$ cat config.mk
export PLATFORM = sky130hd
export DESIGN_NAME = ir_registers_alu_flat
export DESIGN_NICKNAME = d
export VERILOG_FILES = /design/src/rtl/ir_registers_alu_pkg.sv /design/src/rtl/ir_registers_alu_if.sv /design/src/rtl/ir_registers_alu_alu.sv /design/src/rtl/ir_registers_alu.sv /design/src/flat_wrapper.sv
export SDC_FILE = /design/constraint.sdc
export NUM_CORES = 2
export LEC_CHECK = 0
export BUFFER_PORTS_ARGS = -buffer_cell sky130_fd_sc_hd__buf_2
export CORE_ASPECT_RATIO = 1.1
export CORE_MARGIN = 2
export CORE_UTILIZATION = 64
export DETAILED_ROUTE_END_ITERATION = 16
export GPL_TIMING_DRIVEN = 0
export PLACE_DENSITY_LB_ADDON = 0.1
export SLEW_MARGIN = 20
export SYNTH_ARGS = -nofsm -noshare
export SYNTH_HDL_FRONTEND = slang
export SYNTH_SLANG_ARGS = --single-unit
$ cat constraint.sdc
create_clock -name clk -period 10.2 [get_ports clk]
set_input_delay 2.55 -clock clk [delete_from_list [all_inputs] [get_ports clk]]
set_output_delay 2.55 -clock clk [all_outputs]
set_load 0.005 [all_outputs]
$ cat src/rtl/ir_registers_alu_pkg.sv
// Shared encodings for the IR / register-file / ALU datapath slice.
package ir_registers_alu_pkg;

    localparam int WORD_W = 32;
    localparam int NREGS  = 32;
    localparam int RADDR_W = 5;

    typedef enum logic [2:0] {
        ALU_ADD  = 3'b000,
        ALU_SUB  = 3'b001,
        ALU_XOR  = 3'b010,
        ALU_SLT  = 3'b011,
        ALU_AND  = 3'b100,
        ALU_NAND = 3'b101,
        ALU_NOR  = 3'b110,
        ALU_OR   = 3'b111
    } alu_cmd_e;

    typedef enum logic [1:0] {
        DST_RD     = 2'b00,
        DST_RT     = 2'b01,
        DST_R31    = 2'b10,
        DST_RD_ALT = 2'b11
    } dst_sel_e;

    typedef enum logic {
        ALUA_PC    = 1'b0,
        ALUA_LATCH = 1'b1
    } alua_sel_e;

    typedef enum logic [1:0] {
        ALUB_IMM      = 2'b00,
        ALUB_LATCH    = 2'b01,
        ALUB_FOUR     = 2'b10,
        ALUB_FOUR_ALT = 2'b11
    } alub_sel_e;

    localparam logic [RADDR_W-1:0] REG_LINK   = 5'd31;
    localparam logic [WORD_W-1:0]  CONST_FOUR = 32'd4;

    function automatic logic signed [WORD_W-1:0] sign_ext16(input logic [15:0] imm);
        return {{(WORD_W-16){imm[15]}}, imm};
    endfunction

endpackage

$ cat src/rtl/ir_registers_alu_if.sv
// Control/data bundle between the sequencer (master) and the datapath (slave).
interface ir_registers_alu_if;
    import ir_registers_alu_pkg::*;

    logic [WORD_W-1:0] instr_in;
    logic              ir_we;
    logic [WORD_W-1:0] Dw;
    logic              WrEn;
    logic [WORD_W-1:0] pc_in;
    logic [1:0]        control_signalDST;
    logic              control_signalALUa;
    logic [1:0]        control_signalALUb;
    logic [2:0]        command;
    logic [WORD_W-1:0] ALU_out;
    logic              zero;

    modport master (
        output instr_in, ir_we, Dw, WrEn, pc_in,
        output control_signalDST, control_signalALUa, control_signalALUb, command,
        input  ALU_out, zero
    );

    modport slave (
        input  instr_in, ir_we, Dw, WrEn, pc_in,
        input  control_signalDST, control_signalALUa, control_signalALUb, command,
        output ALU_out, zero
    );

endinterface

$ cat src/rtl/ir_registers_alu_alu.sv
// Combinational 32-bit ALU: add/sub/logic ops and overflow-safe signed compare.
module alu
    import ir_registers_alu_pkg::*;
#(
    parameter int DATA_W = WORD_W
) (
    input  logic signed [DATA_W-1:0] a,
    input  logic signed [DATA_W-1:0] b,
    input  alu_cmd_e                 cmd,
    output logic        [DATA_W-1:0] result,
    output logic                     zero
);

    logic              is_sub;
    logic [DATA_W-1:0] b_eff;
    logic [DATA_W-1:0] sum;
    logic              carry;
    logic              ovf;
    logic              lt;

    // SLT reuses the subtractor; sign of the difference is corrected by overflow
    always_comb begin
        is_sub       = (cmd == ALU_SUB) || (cmd == ALU_SLT);
        b_eff        = is_sub ? ~b : b;
        {carry, sum} = {1'b0, a} + {1'b0, b_eff} + {{DATA_W{1'b0}}, is_sub};
        ovf          = (a[DATA_W-1] == b_eff[DATA_W-1]) && (sum[DATA_W-1] != a[DATA_W-1]);
        lt           = sum[DATA_W-1] ^ ovf;
    end

    always_comb begin
        result = '0;
        unique case (cmd)
            ALU_ADD:  result = sum;
            ALU_SUB:  result = sum;
            ALU_XOR:  result = a ^ b;
            ALU_SLT:  result = {{(DATA_W-1){1'b0}}, lt};
            ALU_AND:  result = a & b;
            ALU_NAND: result = ~(a & b);
            ALU_NOR:  result = ~(a | b);
            ALU_OR:   result = a | b;
            default:  result = '0;
        endcase
        zero = (result == '0);
    end

    // For equal-sign operands the signed and unsigned orderings agree (borrow = ~carry)
    always_comb begin
        if (cmd == ALU_SLT && a[DATA_W-1] == b[DATA_W-1])
            assert (lt == ~carry);
    end

endmodule

$ cat src/rtl/ir_registers_alu.sv
// Instruction register, 32x32 register file, A/B operand latches, source muxes and ALU.
module ir_registers_alu
    import ir_registers_alu_pkg::*;
(
    input  logic               clk,
    input  logic               rst_n,
    ir_registers_alu_if.slave  bus
);

    logic [WORD_W-1:0]        ir_q;
    logic [RADDR_W-1:0]       rs, rt, rd, wr_addr;
    logic [15:0]              imm16;
    logic [WORD_W-1:0]        regs [NREGS];
    logic [WORD_W-1:0]        da, db;
    logic signed [WORD_W-1:0] a_p1, b_p1;
    logic signed [WORD_W-1:0] src_a, src_b;
    logic [WORD_W-1:0]        alu_res;
    logic                     alu_zero;

    always_comb begin
        rs    = ir_q[25:21];
        rt    = ir_q[20:16];
        rd    = ir_q[15:11];
        imm16 = ir_q[15:0];
    end

    always_ff @(posedge clk) begin
        if (!rst_n)
            ir_q <= '0;
        else if (bus.ir_we)
            ir_q <= bus.instr_in;
    end

    always_comb begin
        wr_addr = rd;
        unique case (dst_sel_e'(bus.control_signalDST))
            DST_RD:     wr_addr = rd;
            DST_RT:     wr_addr = rt;
            DST_R31:    wr_addr = REG_LINK;
            DST_RD_ALT: wr_addr = rd;
            default:    wr_addr = rd;
        endcase
    end

    // Register 0 is never written, so it stays at its reset value of zero
    always_ff @(posedge clk) begin
        if (!rst_n) begin
            for (int i = 0; i < NREGS; i++)
                regs[i] <= '0;
        end else if (bus.WrEn && (wr_addr != '0)) begin
            regs[wr_addr] <= bus.Dw;
        end
    end

    always_comb begin
        da = (rs == '0) ? '0 : regs[rs];
        db = (rt == '0) ? '0 : regs[rt];
    end

    // Operand latch stage: A/B capture the read ports every edge
    always_ff @(posedge clk) begin
        if (!rst_n) begin
            a_p1 <= '0;
            b_p1 <= '0;
        end else begin
            a_p1 <= da;
            b_p1 <= db;
        end
    end

    always_comb begin
        src_a = (alua_sel_e'(bus.control_signalALUa) == ALUA_LATCH) ? a_p1 : bus.pc_in;
        src_b = b_p1;
        unique case (alub_sel_e'(bus.control_signalALUb))
            ALUB_IMM:      src_b = sign_ext16(imm16);
            ALUB_LATCH:    src_b = b_p1;
            ALUB_FOUR:     src_b = CONST_FOUR;
            ALUB_FOUR_ALT: src_b = CONST_FOUR;
            default:       src_b = b_p1;
        endcase
    end

    alu #(.DATA_W(WORD_W)) u_alu (
        .a      (src_a),
        .b      (src_b),
        .cmd    (alu_cmd_e'(bus.command)),
        .result (alu_res),
        .zero   (alu_zero)
    );

    assign bus.ALU_out = alu_res;
    assign bus.zero    = alu_zero;

endmodule

$ cat src/flat_wrapper.sv
// flat-port wrapper written by rule: the top's interface ports become plain ports
module ir_registers_alu_flat import ir_registers_alu_pkg::*;
  (clk, rst_n, bus_instr_in, bus_ir_we, bus_Dw, bus_WrEn, bus_pc_in, bus_control_signalDST, bus_control_signalALUa, bus_control_signalALUb, bus_command, bus_ALU_out, bus_zero);
  ir_registers_alu_if bus_i ();
  input  logic clk;
  input  logic rst_n;
  input wire logic [$bits(bus_i.instr_in)-1:0] bus_instr_in;
  input wire logic [$bits(bus_i.ir_we)-1:0] bus_ir_we;
  input wire logic [$bits(bus_i.Dw)-1:0] bus_Dw;
  input wire logic [$bits(bus_i.WrEn)-1:0] bus_WrEn;
  input wire logic [$bits(bus_i.pc_in)-1:0] bus_pc_in;
  input wire logic [$bits(bus_i.control_signalDST)-1:0] bus_control_signalDST;
  input wire logic [$bits(bus_i.control_signalALUa)-1:0] bus_control_signalALUa;
  input wire logic [$bits(bus_i.control_signalALUb)-1:0] bus_control_signalALUb;
  input wire logic [$bits(bus_i.command)-1:0] bus_command;
  output wire logic [$bits(bus_i.ALU_out)-1:0] bus_ALU_out;
  output wire logic [$bits(bus_i.zero)-1:0] bus_zero;
  assign bus_i.instr_in = bus_instr_in;
  assign bus_i.ir_we = bus_ir_we;
  assign bus_i.Dw = bus_Dw;
  assign bus_i.WrEn = bus_WrEn;
  assign bus_i.pc_in = bus_pc_in;
  assign bus_i.control_signalDST = bus_control_signalDST;
  assign bus_i.control_signalALUa = bus_control_signalALUa;
  assign bus_i.control_signalALUb = bus_control_signalALUb;
  assign bus_i.command = bus_command;
  assign bus_ALU_out = bus_i.ALU_out;
  assign bus_zero = bus_i.zero;
  ir_registers_alu u_core (.clk(clk), .rst_n(rst_n), .bus(bus_i));
endmodule
### Word-level counts from Yosys, hierarchy flattened

Memory sizes are Yosys's and may differ from the RTL's. A register that Yosys moved wholly into a read port is not among the register bits.
Index checks and enable logic that the tools add are counted.

* bits in registers: 26
* memory bits (writable): 1024
* output and inout port bits: 33
* word-level logic and storage cells: 55
* memories: 1

* $add $sub $neg: 2
* eq/ne operators: 15
* mux-type cells: 12
* bitwise gates (word level): 8
* reduce and logical (&&, ||, !) cells: 16

Memories
* u_core.regs: depth 32, width 32, read ports 2, clocked after Yosys merged registers in 2, wr ports 32, line ir_registers_alu.sv:13 `logic [WORD_W-1:0] regs [NREGS];`

Operators by type and width (number)
* $pmux W32 S7: 1
* $mux W32: 3
* $not A32 Y32: 3
* $pmux W32 S3: 1
* $add A32 B1 Y32: 1
* $add A32 B32 Y32: 1
* $and A32 B32 Y32: 1
* $logic_not A32 Y1: 1
* $or A32 B32 Y32: 1
* $reduce_or A32 Y1: 1
* $xor A32 B32 Y32: 1
* $pmux W5 S3: 1
* $eq A3 B3 Y1 const B: 4
* $logic_not A5 Y1: 2
* $reduce_or A2 Y1: 5
* $eq A2 B2 Y1 const B: 4
* $eq A3 B2 Y1 const B: 2
* $mux W1: 5
* $mux W5: 1
* $reduce_bool A5 Y1: 1
* $eq A2 B1 Y1 const B: 2
* $logic_not A2 Y1: 2
* $eq A3 B1 Y1 const B: 1
* $logic_not A3 Y1: 1
* 6 further kinds: 7

### Logic depth before layout (Yosys ltp)

* depth in word-level cells: 12
* gate-level depth with buffers: 19
* gate-level depth less buffers: 14

### Cells and area by module

A second synthesis with hierarchy kept.

* cell total of the unflattened synthesis: 4664
* area, all modules: 63015.4 µm²

By module, submodules not included
* ir_registers_alu: times used 1, cells an instance 4015, area an instance 58329.7 µm²
* alu: times used 1, cells an instance 649, area an instance 4685.7 µm²

### Worst setup path after synthesis

OpenSTA, ideal clock, no wires.

* path kind: input-to-output
* start point: input bus_command[2]
* end point: output bus_zero
* arrival: 6.872 ns
* path slack: 0.778 ns
* stages on the path: 18
* cells stage by stage: clkbuf_1 > inv_2 > clkbuf_1 > buf_1 > nand2_1 > buf_1 > mux2i_1 > fa_1 > a21o_1 > a221o_1 > nor4b_4 > o31ai_4 > o31ai_2 > and2_4 > o2111ai_2 > o311ai_1 > or4_1 > nor4b_2

* elaborated cells on any way between the ends: 19
* classes of those cells: add/sub: 2; eq/ne: 9; mux: 2; bitwise: 1; reduce/logical: 5

RTL lines
* start: declaration: line flat_wrapper.sv:15 `input wire logic [$bits(bus_i.command)-1:0] bus_command;`
* $eq A3 B1 Y1 / $eq A3 B2 Y1 (equally long branches): line ir_registers_alu_alu.sv:23, ir_registers_alu_alu.sv:32
* $logic_or A1 B1 Y1: line ir_registers_alu_alu.sv:23 `is_sub = (cmd == ALU_SUB) || (cmd == ALU_SLT);`
* $mux W32: line ir_registers_alu_alu.sv:24 `b_eff = is_sub ? ~b : b;`
* $add A32 B32 Y32: line ir_registers_alu_alu.sv:25 `{carry, sum} = {1'b0, a} + {1'b0, b_eff} + {{DATA_W{1'b0}}, is_sub};`
* $add A32 B1 Y32: line ir_registers_alu_alu.sv:25
* $pmux W32 S7 (*): line ir_registers_alu_alu.sv:32 `unique case (cmd)`
* via bus_ALU_out[30]: line flat_wrapper.sv:16 `output wire logic [$bits(bus_i.ALU_out)-1:0] bus_ALU_out;`
* $logic_not A32 Y1 (*): line ir_registers_alu_alu.sv:43 `zero = (result == '0);`
* end: declaration: line flat_wrapper.sv:17 `output wire logic [$bits(bus_i.zero)-1:0] bus_zero;`

Mark *: on every way through the listed nets, which the timed path passes. The rest lies on a longest branch.

### Worst setup path after layout

* start point: input bus_control_signalALUb[0]
* end point: output bus_zero

* cells in the longest elaborated chain, start to end: 12
* elaborated cells on any way between the ends: 21
* classes of those cells: add/sub: 2; eq/ne: 5; mux: 3; bitwise: 7; reduce/logical: 4

RTL lines
* start: declaration: line flat_wrapper.sv:14 `input wire logic [$bits(bus_i.control_signalALUb)-1:0] bus_control_signalALUb;`
* $eq A2 B2 Y1: line ir_registers_alu.sv:74 `unique case (alub_sel_e'(bus.control_signalALUb))`
* $reduce_or A2 Y1 (no source line)
* $pmux W32 S3 (*): line ir_registers_alu.sv:74
* $not A32 Y32: line ir_registers_alu_alu.sv:24
* $mux W32: line ir_registers_alu_alu.sv:24
* $add A32 B32 Y32: line ir_registers_alu_alu.sv:25
* $add A32 B1 Y32: line ir_registers_alu_alu.sv:25
* $ne A1 B1 Y1: line ir_registers_alu_alu.sv:26 `ovf = (a[DATA_W-1] == b_eff[DATA_W-1]) && (sum[DATA_W-1] != a[DATA_W-1]);`
* $logic_and A1 B1 Y1: line ir_registers_alu_alu.sv:26
* $xor A1 B1 Y1: line ir_registers_alu_alu.sv:27 `lt = sum[DATA_W-1] ^ ovf;`
* $pmux W32 S7 (*): line ir_registers_alu_alu.sv:32
* $logic_not A32 Y1 (*): line ir_registers_alu_alu.sv:43

Every way passes the cells marked *; elsewhere a longest branch is shown, timed or not.

==> out/metrics.csv <==
stage;metric;value;unit
status;outcome;completed;
logic_synthesis;Syn Area/Cell;12.72;um^2
logic_synthesis;asr flop ratio synth;0;%
route;total vias in the final route;45830;
final_layout;commonest non-fill, non-tap cell in the layout;edfxtp_1;
placed_design;routability cong.;1.011;
logic_synthesis;simple-gate share of the synthesized area;13.21;%
power;Power Dens Cells;162.1;nW/um^2
route;final WL;222.9;mm
die;die height;331.4;um
final_layout;sequential cell area;32550;um^2
setup_path;kind of critical path;input port to output pin;
global_route;global-route wire length before repair;311.5;mm
timing;Fin Setup TNS;0;ns
logic_synthesis;sequential fraction of the synthesis area;52.20;%
timing;pins over their slew limit;0;
die;I/O pins;141;
clock_network;Num CTS Buffers;110;
power;overall power;0.01132;W
timing;fin crit share;97.83;%
final_layout;Area Growth Syn to Fin;11.98;%
logic_synthesis;FF+latch count, synth;1114;
clock_network;cts hold-fix bufs;0;
placed_design;Placed Cells;6382;
die;Die ar.;99940;um^2
clock_network;H-tree depth;3;
route;drt initial violations;6858;
die;Core Area;96990;um^2
setup_path;CP max stage cell;or4_1;
flow_run;number of max-cap violations;0;
placed_design;Detail Placement HPWL;174.5;mm
timing;Fin. Hold Viols;0;
timing;fin crit period;9.979;ns
timing;RSZ-0062 raised after global routing;false;
clock_network;root buf cell;clkbuf_16;
route;WL/cell;33.79;um
logic_synthesis;EDFF count, synth;1024;
timing;f_max;100.2;MHz
setup_path;Slowest Stage Delay on Critical Path;0.57;ns
timing;Worst Skew;0.05379;ns
logic_synthesis;main combinational cell family by area after synthesis;multiplexers;
logic_synthesis;Cell Area, Synth;62350;um^2
setup_path;CP Launch Type;input port;
global_route;largest net degree at the start of global routing;42;
placed_design;I/O Buffers;129;
logic_synthesis;mux cell area share after synthesis;20.47;%
timing;Setup violations, final;0;
final_layout;highest-count cells in the layout ignoring fill and taps;1024 x edfxtp_1, 997 x and2_1, 402 x mux2i_1, 381 x clkbuf_1, 352 x mux4_2;
clock_network;CTS tree;yes;
setup_path;Critical Path AT;7.43;ns
setup_path;WP buf/inv;4;
power;Peak VDD IR;178.2;uV
logic_synthesis;most used flip-flop cell after synthesis;edfxtp_1;
logic_synthesis;Ys Warns;0;
final_layout;fin cells;6598;
final_layout;share of cells above drive strength 1;16.43;%
logic_synthesis;complex-gate fraction of the synthesized area;7.810;%
clock_network;Clock Tree Buf Depth;3;
logic_synthesis;Post-Synth Adder-Cell Area;1.958;%
timing;Hold Slack;0.5041;ns
global_route;GRT Residual Overflow;0;
timing;relative slew slack;7.436;%
global_route;number of global-route vias before repair;44630;
power;Lkg Pwr;24.97;nW
final_layout;multi-input combinational cell area;28250;um^2
route;vias per cell;6.946;
route;DRT Pass-1 Iters;6;
final_layout;FILL cells;6692;
setup_path;crit end category;output pin;
setup_path;CP Cell Sequence;buf_2 -> buf_1 -> mux2i_1 -> nor2_1 -> xnor2_1 -> ha_1 -> clkbuf_1 -> nand2_1 -> nor2_2 -> nand4b_1 -> a211o_1 -> nor2b_1 -> a31oi_1 -> xnor2_1 -> o21ai_1 -> or4_1 -> nor4b_2 -> buf_2;
setup_path;critical path's top delay family;simple AND/OR/NAND/NOR gates;
logic_synthesis;Mapped Cells;4903;
die;die width;301.6;um
die;Initial Util;64.29;%
setup_path;crit path max fanout;10;
global_route;GRT Resource Usage Total;44.66;%
clock_network;worst skew pair latency;0.75;ns
worst_hold_path;Min-Delay Path Class;register to register;
global_route;initial antenna violation count;14;
clock_network;Sink Count;1114;
clock_network;clock slew at reported path FFs;0.06;ns
route;DRC violations left;0;
route;Final ANT Viol Nets;0;
final_layout;Post-Route Utilization;71.99;%
logic_synthesis;post-synthesis xor/xnor area fraction;1.011;%
die;row count;120;
timing;worst-margin pin slew;1.388;ns
setup_path;Req. time, crit path;7.65;ns
final_layout;Nets;5417;
logic_synthesis;synth unique cells;74;
==> repair_timing <==
item / in CTS / in global routing
setup endpoints to repair: 8 / 1
endpoints found under the hold margin: 0 / 0
gates resized for setup: 11 / 12
cloned: 0 / 0
pin swaps: 0 / 1
setup buffers: 0 / 2
==> synthesized netlist by cell type, types with 4 or more instances <==
| cell type | instances | area (um^2) |
|---|---|---|
| nand4_1 | 5 | 31.28 |
| nor4_1 | 4 | 25.02 |
| a31oi_1 | 6 | 37.54 |
| xor2_1 | 27 | 236.5 |
| o221ai_1 | 110 | 963.4 |
| buf_2 | 19 | 95.09 |
| mux2i_1 | 402 | 4024 |
| inv_1 | 74 | 277.8 |
| nand3_1 | 13 | 65.06 |
| and2_1 | 997 | 6237 |
| o32ai_1 | 4 | 35.03 |
| a221o_1 | 14 | 140.1 |
| o21ai_0 | 158 | 790.8 |
| nor2_1 | 261 | 979.7 |
| a21oi_1 | 327 | 1637 |
| xnor2_1 | 45 | 394.1 |
| nor3_1 | 72 | 360.4 |
| mux4_2 | 352 | 7928 |
| buf_1 | 56 | 210.2 |
| clkbuf_1 | 391 | 1468 |
| or2_2 | 5 | 31.28 |
| o211ai_1 | 9 | 67.56 |
| a211oi_1 | 7 | 52.55 |
| o21ai_1 | 5 | 25.02 |
| nor2b_1 | 8 | 50.05 |
| o22ai_1 | 97 | 606.8 |
| edfxtp_1 | 1024 | 30750 |
| and3_1 | 6 | 37.54 |
| o21a_1 | 9 | 67.56 |
| dfxtp_1 | 90 | 1802 |
| a21o_1 | 6 | 45.04 |
| mux2_2 | 72 | 810.8 |
| nand2_1 | 54 | 202.7 |
| a22oi_1 | 17 | 127.6 |
| nand2b_1 | 6 | 37.54 |
| ha_1 | 96 | 1201 |
==> final timing paths <==
| check | startpoint | endpoint | slack, ns | depth (start not counted) |
|---|---|---|---|---|
| setup / recovery | bus_control_signalALUb[0] | bus_zero | 0.22 | 18 |
| hold / removal | u_core.ir_q[5] | u_core.ir_q[5] | 0.50 | 2 |
| setup reg to reg | u_core.ir_q[21] | u_core.a_p1[25] | 4.21 | 10 |
| hold reg to reg | u_core.ir_q[5] | u_core.ir_q[5] | 0.50 | 2 |
==> tightest hold or removal path, delay by kind of cell, from the launching register on <==
kind / cells / cell delay [ns]
DFF: 1 / 0.33
muxes: 1 / 0.07
and+or+nand+nor: 1 / 0.07
==> final cells by class <==
cell class / count / share of cell area [%]
Sequential cell: 1114 / 46.62
Antenna cell: 9 / 0.03225
Clock inverter: 74 / 1.003
Inverter: 78 / 0.4229
Tap cell: 1281 / 2.295
Timing Repair Buffer: 169 / 2.408
Clock buffer: 134 / 4.132
Buffer: 464 / 2.630
Multi-Input combinational cell: 3275 / 40.46
==> state kept, by name, indices dropped and copies added (netlist names) <==
name,flops
u_core.b_p1,32
u_core.a_p1,32
u_core.regs,1024
u_core.ir_q,26
==> routing by layer <==
metal,global-route usage [%],up-vias,wire length [um]
met5,0,-,65
met4,29.05,10,17330
met3,12.20,700,29860
met2,66.12,3442,98530
met1,58.28,22670,77150
li1,-,19010,-
==> cell families (layout without fill, tap and decap cells) <==
family | count (synthesis) | count (layout)
other cells | 1 | 41
buf+inv | 545 | 919
simple gates | 1450 | 1450
compound gates | 798 | 798
mux | 826 | 826
xor+xnor | 72 | 72
flops | 1114 | 1114
fa+ha+maj | 97 | 97
==> metrics by stage <==
step / instance area [um^2] / setup WS, ns
after floorplan: 62470 / 0.7776
after global placement: 64720 / -1.131
after detailed placement: 66140 / -1.103
after CTS: 69750 / 0.04589
after global routing: 69810 / 0.006844
final: 69830 / 0.2209
==> power breakdown <==
part	leakage, nW	switching (W)	total [W]	internal (W)
Sequential	11.4	0.0000970	0.00526	0.00516
Clock	1.75	0.00184	0.00415	0.00231
Combinational	11.8	0.00126	0.00191	0.000650
Total	25.0	0.00320	0.0113	0.00812
Power figures use the tool's default switching activity.
